<file path="src/rtl/btn_conditioner.sv">
// Input conditioning front end for the lab controller: synchronizes and
// debounces four push buttons and eight slide switches, and produces clean
// levels, one-cycle press/release pulses and optional hold-to-repeat presses.

// One debounced input: 2-flop synchronizer followed by a stability counter.
// 'flip' is combinational and announces that 'level' changes on the next edge,
// so downstream registered pulses line up with the level change.
module btn_cond_db #(
  parameter int CYC = 4
) (
  input  logic clk,
  input  logic rst,
  input  logic raw,
  output logic level,
  output logic flip
);
  localparam int            CW   = $clog2(CYC) + 1;
  localparam logic [CW-1:0] LAST = CW'(CYC - 1);

  logic [1:0]    sync_q, sync_d;
  logic          s_q, s_d;
  logic [CW-1:0] cnt_q, cnt_d;
  logic          y;

  assign y     = sync_q[1];
  assign level = s_q;

  // Count consecutive disagreeing cycles; flip the stable value on the last one.
  always_comb begin
    sync_d = {sync_q[0], raw};
    s_d    = s_q;
    cnt_d  = '0;
    flip   = 1'b0;
    if (y != s_q) begin
      if (cnt_q >= LAST) begin
        flip = 1'b1;
        s_d  = ~s_q;
      end else begin
        cnt_d = cnt_q + 1'b1;
      end
    end
  end

  // Synchronizer, stable value and counter registers.
  always_ff @(posedge clk) begin
    if (rst) begin
      sync_q <= '0;
      s_q    <= 1'b0;
      cnt_q  <= '0;
    end else begin
      sync_q <= sync_d;
      s_q    <= s_d;
      cnt_q  <= cnt_d;
    end
  end
endmodule

// Per-button press/release pulse generator with hold-to-repeat FSM.
// Driven by the debouncer's 'flip' so the pulses coincide with the level edge.
module btn_cond_rpt #(
  parameter int REPEAT_EN     = 1,
  parameter int HOLD_CYCLES   = 20,
  parameter int REPEAT_CYCLES = 8
) (
  input  logic clk,
  input  logic rst,
  input  logic flip,
  input  logic level,
  output logic press,
  output logic press_nxt,
  output logic rel
);
  localparam int            RMAX     = (HOLD_CYCLES > REPEAT_CYCLES) ? HOLD_CYCLES : REPEAT_CYCLES;
  localparam int            RW       = $clog2(RMAX) + 1;
  localparam logic [RW-1:0] HOLD_N   = RW'(HOLD_CYCLES);
  localparam logic [RW-1:0] REPEAT_N = RW'(REPEAT_CYCLES);
  localparam logic [RW-1:0] ONE      = RW'(1);

  typedef enum logic [1:0] {
    ST_IDLE = 2'd0,
    ST_HOLD = 2'd1,
    ST_RPT  = 2'd2
  } state_t;

  state_t        state_q, state_d;
  logic [RW-1:0] rcnt_q, rcnt_d;
  logic          press_q, press_d;
  logic          rel_q, rel_d;
  logic          rise, fall;

  assign rise      = flip & ~level;
  assign fall      = flip & level;
  assign press     = press_q;
  assign press_nxt = press_d;
  assign rel       = rel_q;

  // State, repeat counter and registered pulse outputs.
  always_ff @(posedge clk) begin
    if (rst) begin
      state_q <= ST_IDLE;
      rcnt_q  <= '0;
      press_q <= 1'b0;
      rel_q   <= 1'b0;
    end else begin
      state_q <= state_d;
      rcnt_q  <= rcnt_d;
      press_q <= press_d;
      rel_q   <= rel_d;
    end
  end

  // Next state: a debounced fall overrides everything; repeats only when enabled.
  always_comb begin
    state_d = state_q;
    rcnt_d  = rcnt_q;
    if (fall) begin
      state_d = ST_IDLE;
      rcnt_d  = '0;
    end else begin
      case (state_q)
        ST_IDLE: begin
          if (rise && (REPEAT_EN != 0)) begin
            state_d = ST_HOLD;
            rcnt_d  = ONE;
          end
        end
        ST_HOLD: begin
          if (rcnt_q == HOLD_N) begin
            state_d = ST_RPT;
            rcnt_d  = ONE;
          end else if (rcnt_q != '1) begin
            rcnt_d = rcnt_q + 1'b1;
          end
        end
        ST_RPT: begin
          if (rcnt_q == REPEAT_N) begin
            rcnt_d = ONE;
          end else if (rcnt_q != '1) begin
            rcnt_d = rcnt_q + 1'b1;
          end
        end
        default: begin
          state_d = ST_IDLE;
          rcnt_d  = '0;
        end
      endcase
    end
  end

  // Pulse outputs: press on rise or repeat expiry, never in a release cycle.
  always_comb begin
    press_d = 1'b0;
    rel_d   = fall;
    if (!fall) begin
      case (state_q)
        ST_IDLE: press_d = rise;
        ST_HOLD: press_d = (rcnt_q == HOLD_N);
        ST_RPT:  press_d = (rcnt_q == REPEAT_N);
        default: press_d = 1'b0;
      endcase
    end
  end
endmodule

// Top: four button channels (debounce + repeat) and eight switch channels.
module btn_conditioner #(
  parameter int DEBOUNCE_CYCLES = 1000000,
  parameter int REPEAT_EN       = 1,
  parameter int HOLD_CYCLES     = 50000000,
  parameter int REPEAT_CYCLES   = 10000000
) (
  input  logic       clk,
  input  logic       rst,
  input  logic       btnD,
  input  logic       btnR,
  input  logic       btnU,
  input  logic       btnL,
  input  logic [7:0] sw,
  output logic [3:0] btn_level,
  output logic [3:0] btn_press,
  output logic [3:0] btn_release,
  output logic       any_press,
  output logic [7:0] sw_level,
  output logic       sw_changed
);
  localparam int NUM_BTN = 4;
  localparam int NUM_SW  = 8;

  logic [NUM_BTN-1:0] btn_raw, btn_flip, btn_press_nxt;
  logic [NUM_SW-1:0]  sw_flip;
  logic               any_press_q, any_press_d;
  logic               sw_changed_q, sw_changed_d;

  assign btn_raw    = {btnL, btnU, btnR, btnD};
  assign any_press  = any_press_q;
  assign sw_changed = sw_changed_q;

  for (genvar i = 0; i < NUM_BTN; i++) begin : g_btn
    btn_cond_db #(
      .CYC (DEBOUNCE_CYCLES)
    ) u_db (
      .clk   (clk),
      .rst   (rst),
      .raw   (btn_raw[i]),
      .level (btn_level[i]),
      .flip  (btn_flip[i])
    );

    btn_cond_rpt #(
      .REPEAT_EN     (REPEAT_EN),
      .HOLD_CYCLES   (HOLD_CYCLES),
      .REPEAT_CYCLES (REPEAT_CYCLES)
    ) u_rpt (
      .clk       (clk),
      .rst       (rst),
      .flip      (btn_flip[i]),
      .level     (btn_level[i]),
      .press     (btn_press[i]),
      .press_nxt (btn_press_nxt[i]),
      .rel       (btn_release[i])
    );
  end

  for (genvar j = 0; j < NUM_SW; j++) begin : g_sw
    btn_cond_db #(
      .CYC (DEBOUNCE_CYCLES)
    ) u_db (
      .clk   (clk),
      .rst   (rst),
      .raw   (sw[j]),
      .level (sw_level[j]),
      .flip  (sw_flip[j])
    );
  end

  // Summary pulses are computed from next-cycle values so they align with their sources.
  always_comb begin
    any_press_d  = |btn_press_nxt;
    sw_changed_d = |sw_flip;
  end

  // Summary pulse registers.
  always_ff @(posedge clk) begin
    if (rst) begin
      any_press_q  <= 1'b0;
      sw_changed_q <= 1'b0;
    end else begin
      any_press_q  <= any_press_d;
      sw_changed_q <= sw_changed_d;
    end
  end
endmodule

</file>
<file path="config.mk">
export PLATFORM = sky130hd
export DESIGN_NAME = btn_conditioner
export DESIGN_NICKNAME = d
export VERILOG_FILES = /design/src/rtl/btn_conditioner.sv
export SDC_FILE = /design/constraint.sdc
export NUM_CORES = 1
export LEC_CHECK = 0
export CELL_PAD_IN_SITES_DETAIL_PLACEMENT = 1
export CELL_PAD_IN_SITES_GLOBAL_PLACEMENT = 1
export CORE_MARGIN = 3
export CORE_UTILIZATION = 52
export CTS_CLUSTER_DIAMETER = 60
export CTS_CLUSTER_SIZE = 28
export DETAILED_ROUTE_END_ITERATION = 7
export PLACE_DENSITY = 0.89
export SYNTH_ARGS = -nofsm -noshare
export SYNTH_HDL_FRONTEND = slang
export SYNTH_SLANG_ARGS = --single-unit
</file>
<file path="constraint.sdc">
create_clock -name clk -period 5.32 [get_ports clk]
set_input_delay 0.532 -clock clk [delete_from_list [all_inputs] [get_ports clk]]
set_output_delay 0.532 -clock clk [all_outputs]
set_load 0.02 [all_outputs]
</file>
Word level (Yosys, flattened, before mapping):

Cells that the tools add are included.

* bits in registers: 414
* input port bits: 14
* word-level logic and storage cells: 260
* output and inout port bits: 22

* equal/unequal tests: 40
* bitwise operators: 36
* $add $sub $neg: 16
* reduce and logical (&&, ||, !) cells: 38
* mux-type cells: 64
* order comparisons: 12

Operators by type and width (number)
* $mux 27: 16
* $pmux 27 s3: 4
* $add 21x1->21 const B: 12
* $ge 21x20->1 const B: 12
* $add 27x1->27 const B: 4
* $eq 27x24->1 const B: 4
* $eq 27x26->1 const B: 4
* $ne 27x27->1 const B: 4
* $reduce_or 3->1: 12
* $mux 1: 28
* $not 1->1: 28
* $pmux 2 s3: 4
* $reduce_and 2->1: 12
* $mux 2: 8
* $ne 2x1->1 const B: 8
* $ne 1x1->1: 12
* $pmux 1 s3: 4
* $reduce_and 3->1: 4
* $and 1x1->1: 8
* $eq 2x1->1 const B: 4
* $eq 2x2->1 const B: 4
* $logic_not 2->1: 4
* $reduce_or 2->1: 4
* $reduce_or 8->1: 1
* $reduce_or 4->1: 1

Longest topological paths before layout:

Gate-level depths: netlist (run 1).

* depth in word-level cells: 7
* gate-level depth with buffers: 10
* depth with buffers taken out: 9

By module:

From an unflattened synthesis (run 1), not the netlist that was laid out.

* cell total of the unflattened synthesis: 2425
* area, all modules: 21265.4 um2

By module, submodules not included
* btn_cond_db: cells an instance 120, sequential area each 480.5 um2, area an instance 1117.3 um2, instances 12
* btn_cond_rpt (g_btn[0].u_rpt ...): cells an instance 249, sequential area each 620.6 um2, area an instance 1953.1 um2, instances 3
* btn_cond_rpt (g_btn[3].u_rpt): cells an instance 231, sequential area each 620.6 um2, area an instance 1930.6 um2, instances 1
* btn_conditioner: cells an instance 7, sequential area each 40.0 um2, area an instance 67.6 um2, instances 1

Least setup slack after synthesis (run 1):

OpenSTA, ideal clock, no wires.

* kind: register to register
* start point: register g_btn[0].u_db.cnt_q[12]
* end point: register any_press_q, in the netlist any_press
* data required time: 5.186 ns
* cell stages (with the launch flop): 8
* setup slack: 2.910 ns
* buffers on the path: 0
* library setup time: 0.134 ns
* clock period less this slack: 2.410 ns
* arrival: 2.276 ns
* cell sequence: dfxtp_1 or3_4 or2_4 o221ai_4 nand3b_4 and3_1 o31a_1 or4_1

* word-level cells in the longest chain between the ends: 7
* elaborated cells on any way between the ends: 8
* classes of those cells: order compare (1); mux (4); bitwise (2); reduce/logical (1)

Ends and longest elaborated chain
* start, declared: line 22 `logic [CW-1:0] cnt_q, cnt_d;`
* start signal, assigned: line 53 `cnt_q <= cnt_d;`
* $ge 21x20->1 (*): line 35 `if (cnt_q >= LAST) begin`
* $mux 1 (*): line 35
* $mux 1 (*): line 34 `if (y != s_q) begin`
* $and 1x1->1: line 91 `assign rise = flip & ~level;`
* $pmux 1 s3: line 155 `case (state_q)`
* $mux 1 (*): line 154 `if (!fall) begin`
* $reduce_or 4->1 (*): line 238 `any_press_d = |btn_press_nxt;`
* end signal, assigned: line 248 `any_press_q <= any_press_d;`
* end, declared: line 191 `logic any_press_q, any_press_d;`

Mark *: on every way between the ends. The rest lies on a longest branch, timed or not.
A chain may end at the register's enable or synchronous reset.

Worst setup path in the final report (run 1):

* start point: register g_btn[1].u_db.cnt_q[13]
* end point: register g_btn[1].u_rpt.rcnt_q[1]

* word-level cells in the longest chain between the ends: 5
* elaborated cells on any way between the ends: 7
* classes of those cells: order compare (1); eq/ne (1); mux (2); bitwise (2); reduce/logical (1)

Ends and longest elaborated chain
* start, declared: line 22
* start signal, assigned: line 53
* $ge 21x20->1 (*): line 35
* $mux 1 (*): line 35
* $mux 1 (*): line 34
* $and 1x1->1, on equally long branches: line 91, 92
* $ne 2x1->1 (no source line) / $reduce_or 2->1 (equally long branches)
* end signal, assigned: line 106 `rcnt_q <= rcnt_d;`
* end, declared: line 86 `logic [RW-1:0] rcnt_q, rcnt_d;`

Marked as above.

==> key figures, run 1 <==
CTS
  – Root Buffer Master: clkbuf_16
  – # Post-CTS Setup Buffers: 0
  – Htree depth: 2
  – Max Buffers Root-to-Sink: 3
  – # clock sinks: 414
  – CTS resizes: 0
  – Post-CTS Hold Buffers: 0
  – CTS tree: yes
  – Clk pin slew, worst setup/hold paths: 0.08 ns
  – CTS Buf Count: 36
  – Clk Latency, worst-skew pair: 0.56 ns

Timing
  – Final setup TNS: 0 ns
  – Finish-stage setup viols: 0
  – Final WS setup: 1.90 ns
  – Slew Limit Headroom: 0.166
  – Skew final: 0.0283 ns
  – Worst-Margin Slew: 1.24 ns
  – Period utilisation layout: 0.644
  – Endpoints failing hold: 0
  – Fin crit period: 3.42 ns
  – Achievable clock frequency: 0.292 GHz
  – Max Slew Vio Count: 0
  – RSZ-0062 raised after global routing: false

Critical path
  – Crit Path Class: flop to flop
  – Worst R2R Path Depth: 8
  – Instance count on the critical path: 8
  – Crit-path max cell delay: 0.87 ns
  – Worst Setup Start Kind: flop
  – Critical Path Slowest Stage Cell: and2_1
  – CP max FO: 30
  – Crit path DAT: 3.90 ns
  – Req. time, crit path: 5.79 ns
  – CP top delay family: simple AND/OR/NAND/NOR gates
  – CP Capture Type: flop
  – CP Buf/Inv Count: 1
  – Critical-path cell list: nor4_1 -> nand2_1 -> o22a_1 -> o21ai_1 -> and2_1 -> o21bai_1 -> buf_4 -> a21oi_1

Placement
  – DP Worst Slack: 1.92 ns
  – Routability Congestion: 0.841
  – Post-DP HPWL: 31,900 um
  – Port bufs: 35

Cells and area
  – Layout cell share with drive strength beyond 1: 0.0463
  – Filler cells: 4,242
  – Ant diodes: 0
  – Nets: 2,253
  – Final cell utilization of the core: 0.581
  – Area delta synth->final: 9.72%

Detailed routing
  – Met1 WL: 20,500 um
  – Post-route ant nets: 0
  – Routed wl met3: 1500 um
  – Routed len/inst: 17.6 um
  – DR top layer: met4
  – DRC violations left: 0
  – Drt first pass iters: 5
  – Vias per cell: 5.88
  – Initial DRC count: 766
  – Drt total wl: 47,800 um
  – WL met2: 24,700 um
  – DR vias: 15,918

Floorplan
  – DIE HEIGHT: 197 um
  – Placement row count: 69
  – Die Wd: 197 um
  – Die area: 38,600 um^2
  – Initial Utilization: 0.529
  – Core Area: 35,700 um^2
  – I/O Pins: 36

Pwr
  – P_leak: 6.80 nW
  – Combinational power share: 0.027
  – Psw: 0.00146 W
  – Internal power: 0.00465 W
  – Switch share: 0.239
  – IR drop worst, VDD: 253 uV
  – Clock power share: 0.460
  – Sequential power share: 0.513
  – PD cells: 295 nW/um^2

Synth
  – Synth unique cells: 80
  – Post-synth EDFFs: 0
  – Synthesized area: 18,900 um^2
  – Primary FF master, synth: dfxtp_1
  – Synth top area share: 0.439
  – Post-Synthesis Cells: 2,225
  – Synthesis Warnings: 0
  – Count leader, synth: nor2_1
  – Ys async rst share: 0
  – Post-synth top cells: 425 x nor2_1, 414 x dfxtp_1, 142 x nand2_1
  – Synthesized flop and latch total: 414
  – Top cell type by total area after synthesis: dfxtp_1
  – Post-synthesis sequential area ratio: 0.439
  – Synthesized area per cell: 8.48 um^2
  – Main area contributors after synthesis: dfxtp_1 44%, nor2_1 8.5%, xor2_1 6.5%, xnor2_1 5.9%, nand3_1 3.4%

Hold path
  – Hold Path Depth: 1
  – Hold WC Path Type: flop to flop

Job
  – Max_cap viols: 0

Global route
  – Vias in the first global route: 16,993
  – Initial antenna violation count: 0
  – First-pass GRT wire length: 81,500 um
  – GRT Util Overall: 0.247
  – Global route overflow: 0
  – Largest net degree at the start of global routing: 53

Run status
  – Status: finished clean
==> worst reg2reg max path: stages (launching register included) <==
cell,delay [ns]
dfxtp_1,0.35
nor4_1,0.40
nand2_1,0.11
o22a_1,0.20
o21ai_1,0.74
and2_1,0.87
o21bai_1,0.26
buf_4,0.28
a21oi_1,0.15
==> metal layers <==
metal  GRT usage  vias up
met5           0        -
met4      0.0776        0
met3      0.0296       81
met2       0.457      224
met1       0.300     7901
li1            -     7712
==> layout by cell type (no fill, tap or decap), drive strengths merged, types with 6 or more instances in the layout <==
cell / count
nand3b: 9
or4: 20
ha: 20
nor3: 54
or3: 37
clkdlybuf4s50: 34
nor4: 37
and3: 69
and2: 11
dfxtp: 414
mux2i: 13
o21ai: 40
buf: 7
o21bai: 6
nor4b: 10
or2: 9
nand3: 129
nand2: 142
nand2b: 19
o21a: 7
o22ai: 7
nor2b: 42
nor2: 425
xnor2: 128
clkinv: 12
a21oi: 72
nand4: 87
nor3b: 11
a31oi: 27
xor2: 141
inv: 47
clkbuf: 41
and4: 15
a41oi: 12
conb: 12
==> worst paths after layout <==
kind                            from                        to  slack, ns
max reg2reg  g_btn[1].u_db.cnt_q[13]  g_btn[1].u_rpt.rcnt_q[1]       1.90
max          g_btn[1].u_db.cnt_q[13]  g_btn[1].u_rpt.rcnt_q[1]       1.90
min           g_sw[2].u_db.sync_q[0]    g_sw[2].u_db.sync_q[1]       0.43
min reg2reg   g_sw[2].u_db.sync_q[0]    g_sw[2].u_db.sync_q[1]       0.43
==> kinds of logic after synthesis <==
family,synth area share
and+or+nand+nor,0.305
DFF,0.439
xor gates and xnor gates,0.125
AOI/OAI and AO/OA,0.0793
buffers and inverters,0.0318
adders and majority gates,0.0133
muxes,0.00689
other,0.000199
==> registers in the layout, summed over array words and instances (netlist names), 4 cells and up <==
signal,cells
g_btn.u_rpt.press,4
g_sw.u_db.sync_q,16
g_sw.u_db.level,8
g_btn.u_rpt.state_q,8
g_btn.u_db.cnt_q,84
g_btn.u_rpt.rel,4
g_btn.u_db.level,4
g_btn.u_rpt.rcnt_q,108
g_btn.u_db.sync_q,8
g_sw.u_db.cnt_q,168
==> per-stage QoR <==
| step | instance area, um^2 | std cells | hold WS [ns] | total power, W |
|---|---|---|---|---|
| after floorplan | 18900 | 2236 | 0.413 | 0.00332 |
| after global placement | 19400 | 2642 | 0.416 | 0.00337 |
| after detailed placement | 19400 | 2642 | 0.436 | 0.00337 |
| after CTS | 20700 | 2708 | 0.435 | 0.00619 |
| after global routing | 20700 | 2708 | 0.439 | 0.00632 |
| final | 20700 | 2708 | 0.432 | 0.00611 |
==> cell type report <==
type / instances / area, um^2 / share of cell area
Tap cell: 461 / 577 / 0.0278
Clock buffer: 41 / 961 / 0.0464
Timing Repair Buffer: 41 / 390 / 0.0188
Inverter: 37 / 139 / 0.00671
Sequential cell: 414 / 8290 / 0.400
Multi-Input combinational cell: 1689 / 10000 / 0.485
Clock inverter: 25 / 313 / 0.0151
==> power groups by stage <==
stage,clock [W],sequential (W),combinational [W]
5_1_grt,0.00299,0.00314,0.000184
2_1_floorplan,0,0.00321,0.000116
6_report,0.00281,0.00314,0.000165
4_1_cts,0.00288,0.00314,0.000167
3_5_place_dp,0,0.00321,0.000164
3_3_place_gp,0,0.00321,0.000158
No activity file was read; power rests on OpenSTA's default activity.
==> inputs of run 2 (changes only) <==
--- a/config.mk
+++ b/config.mk
@@ -8,11 +8,11 @@
 export CELL_PAD_IN_SITES_DETAIL_PLACEMENT = 1
 export CELL_PAD_IN_SITES_GLOBAL_PLACEMENT = 1
 export CORE_MARGIN = 3
-export CORE_UTILIZATION = 52
+export CORE_UTILIZATION = 48
 export CTS_CLUSTER_DIAMETER = 60
 export CTS_CLUSTER_SIZE = 28
 export DETAILED_ROUTE_END_ITERATION = 7
-export PLACE_DENSITY = 0.89
+export PLACE_DENSITY = 0.84
 export SYNTH_ARGS = -nofsm -noshare
 export SYNTH_HDL_FRONTEND = slang
 export SYNTH_SLANG_ARGS = --single-unit
==> constraint.sdc (replaced) <==
create_clock -name clk -period 3.4 [get_ports clk]
set_input_delay 0.34 -clock clk [delete_from_list [all_inputs] [get_ports clk]]
set_output_delay 0.34 -clock clk [all_outputs]
set_load 0.02 [all_outputs]
==> key figures, run 2 (synthesis results as in run 1) <==
Run status
  – Status: finished clean

Critical path
  – RR Startpoint: g_btn[1].u_rpt.rcnt_q[0]
  – Crit Path Class: flop to flop
  – Crit-path max cell delay: 0.62 ns (-0.25 ns)
  – Worst R2R Path Depth: 9 (+1)
  – CP max FO: 15 (-50%)
  – R2R Setup Slk: 0.42 ns (-1.47 ns)
  – Critical-path cell list: inv_1 -> ha_1 -> nor4bb_1 -> nand4_1 -> o41ai_1 -> o22ai_1 -> o21bai_1 -> buf_4 -> a21oi_1
  – Worst Setup Start Kind: flop
  – Crit path DAT: 3.39 ns (-0.51 ns)
  – Reg-to-Reg End: g_btn[1].u_rpt.rcnt_q[19]
  – Critical Path Slowest Stage Cell: o41ai_1
  – CP Capture Type: flop
  – Req. time, crit path: 3.82 ns (-1.97 ns)

Timing
  – Worst-Margin Slew: 0.907 ns (-0.337 ns)
  – Slew Limit Headroom: 0.395 (+0.229)
  – Achievable clock frequency: 0.336 GHz (+15%)
  – Period utilisation layout: 0.875 (+0.231)
  – Max Slew Vio Count: 0 (unchanged)
  – Min Hold Slack: 0.249 ns (-0.183 ns)
  – Finish-stage setup viols: 0 (unchanged)
  – Endpoints failing hold: 0 (unchanged)
  – RSZ-0062 raised after global routing: false
  – Fin crit period: 2.98 ns (-0.449 ns)
  – Skew final: 0.0238 ns (-0.00456 ns)
  – Final setup TNS: 0 ns (unchanged)

Detailed routing
  – Met1 WL: 20,700 um (+1.0%)
  – Drt total wl: 45,800 um (-4.1%)
  – Post-route ant nets: 0 (unchanged)
  – WL met2: 22,600 um (-8.8%)
  – Initial DRC count: 898 (+17%)
  – DR vias: 15,649 (-1.7%)
  – Routed wl met3: 1490 um (-0.67%)
  – Drt first pass iters: 5 (unchanged)
  – DRC violations left: 0 (unchanged)
  – Routed len/inst: 16.5 um (-6.7%)
  – DR top layer: met4
  – Vias per cell: 5.62 (-4.4%)

Cells and area
  – Registers with the most flip-flops: g_sw.u_db.cnt_q (168), g_btn.u_rpt.rcnt_q (108), g_btn.u_db.cnt_q (84)
  – Layout cell share with drive strength beyond 1: 0.0538 (+0.00756)
  – Ant diodes: 0 (unchanged)
  – Largest register FFs: 168 (unchanged)
  – Reg with most FFs: g_sw.u_db.cnt_q
  – Commonest non-fill, non-tap cell in the layout: nor2_1
  – Nets: 2,274 (+0.93%)
  – Area delta synth->final: 10.5%
  – Most frequent cells in the layout: 425 x nor2_1, 414 x dfxtp_1, 142 x nand2_1, 141 x xor2_1, 129 x nand3_1

CTS
  – Root Buffer Master: clkbuf_16
  – Clk Latency, worst-skew pair: 0.56 ns (about the same)
  – CTS tree: yes
  – Clk pin slew, worst setup/hold paths: 0.08 ns (about the same)
  – CTS resizes: 0 (unchanged)
  – CTS Buf Count: 35 (-2.8%)
  – Max Buffers Root-to-Sink: 3 (unchanged)
  – # Post-CTS Setup Buffers: 0 (unchanged)
  – Post-CTS Hold Buffers: 0 (unchanged)
  – # clock sinks: 414 (unchanged)
  – Htree depth: 2 (unchanged)

Floorplan
  – I/O Pins: 36 (unchanged)
  – Die Wd: 204 um (+4.0%)
  – Core Area: 38,700 um^2 (+8.6%)
  – Placement row count: 72 (+4.3%)
  – Initial Utilization: 0.487 (-0.0421)
  – DIE HEIGHT: 204 um (+4.0%)
  – Die area: 41,700 um^2 (+8.1%)

Pwr
  – Internal power: 0.00723 W (+55%)
  – Switch share: 0.229 (-0.0103)
  – Clock power share: 0.447 (-0.013)
  – Sequential power share: 0.524 (+0.011)
  – Combinational power share: 0.029 (+0.002)
  – Psw: 0.00215 W (+47%)
  – PD cells: 450 nW/um^2 (+52%)
  – IR drop worst, VDD: 375 uV (+48%)
  – Post-layout power: 0.00938 W (+53%)
  – P_leak: 6.87 nW (+1.0%)

Global route
  – Largest net degree at the start of global routing: 26 (-51%)
  – GRT Util Overall: 0.219 (-0.0285)
  – Global route overflow: 0 (unchanged)
  – Vias in the first global route: 16,303 (-4.1%)
  – Initial antenna violation count: 0 (unchanged)
  – First-pass GRT wire length: 78,000 um (-4.3%)

Hold path
  – Hold WC Path Type: primary input to flop
  – WHS Endpoint: g_btn[0].u_db.level
  – Worst Hold Launch: rst
  – Hold Path Depth: 2 (+1)

Placement
  – Port bufs: 35 (unchanged)
  – Post-DP HPWL: 31,900 um (+0.18%)
  – Routability Congestion: 0.857 (+1.9%)

Job
  – Max_cap viols: 0 (unchanged)
[run 2: cell type report]
cell class | count | area (um^2)
Clock inverter | 21 | 219
Sequential cell | 414 | 8290
Multi-Input combinational cell | 1689 | 10000
Timing Repair Buffer | 63 | 556
Inverter | 37 | 139
Fill cell | 4595 | 17900
Clock buffer | 42 | 965
Tap cell | 518 | 648
[run 2: through the flow]
step / setup WS, ns / utilization / instances / area, um^2
after global routing: 0.232 / 0.538 / 2784 / 20900
final: 0.425 / 0.538 / 2784 / 20900
after floorplan: 0.990 / - / 2236 / 18900
after CTS: 0.413 / 0.538 / 2784 / 20900
after global placement: 0.651 / 0.508 / 2721 / 19700
after detailed placement: 0.521 / 0.508 / 2721 / 19700
[run 2: routing by layer]
| layer | global-route usage | vias up |
|---|---|---|
| met1 | 0.272 | 7639 |
| li1 | - | 7718 |
| met3 | 0.0373 | 77 |
| met4 | 0.0654 | 0 |
| met5 | 0 | - |
| met2 | 0.387 | 215 |
[run 2: critical path, delay by kind of cell, from the launching register on]
| family | cells | cell delay, ns |
|---|---|---|
| flip-flops | 1 | 0.38 |
| adder cells (fa/ha/maj) | 1 | 0.14 |
| AND/OR/NAND/NOR | 2 | 0.52 |
| buffers and inverters | 2 | 0.34 |
| AO/OA/AOI/OAI | 4 | 1.44 |
[run 2: worst max path at each step]
stage                               from                   endpoint
3_3_place_gp   g_btn[3].u_rpt.rcnt_q[15]   g_btn[3].u_rpt.rcnt_q[5]
6_report        g_btn[1].u_rpt.rcnt_q[0]  g_btn[1].u_rpt.rcnt_q[19]
5_1_grt           g_sw[4].u_db.cnt_q[13]      g_sw[4].u_db.cnt_q[2]
3_5_place_dp      g_sw[4].u_db.cnt_q[13]     g_sw[4].u_db.cnt_q[19]
4_1_cts           g_sw[4].u_db.cnt_q[13]      g_sw[4].u_db.cnt_q[2]
2_1_floorplan    g_btn[0].u_db.cnt_q[12]                  any_press
[run 2: power groups by stage]
| stage | registers (W) | clock network [W] | logic, W |
|---|---|---|---|
| finish | 0.00491 | 0.00420 | 0.000273 |
| global route | 0.00491 | 0.00453 | 0.000303 |
| global placement | 0.00502 | 0 | 0.000265 |
| floorplan | 0.00502 | 0 | 0.000182 |
| CTS | 0.00491 | 0.00433 | 0.000276 |
| detailed placement | 0.00502 | 0 | 0.000274 |
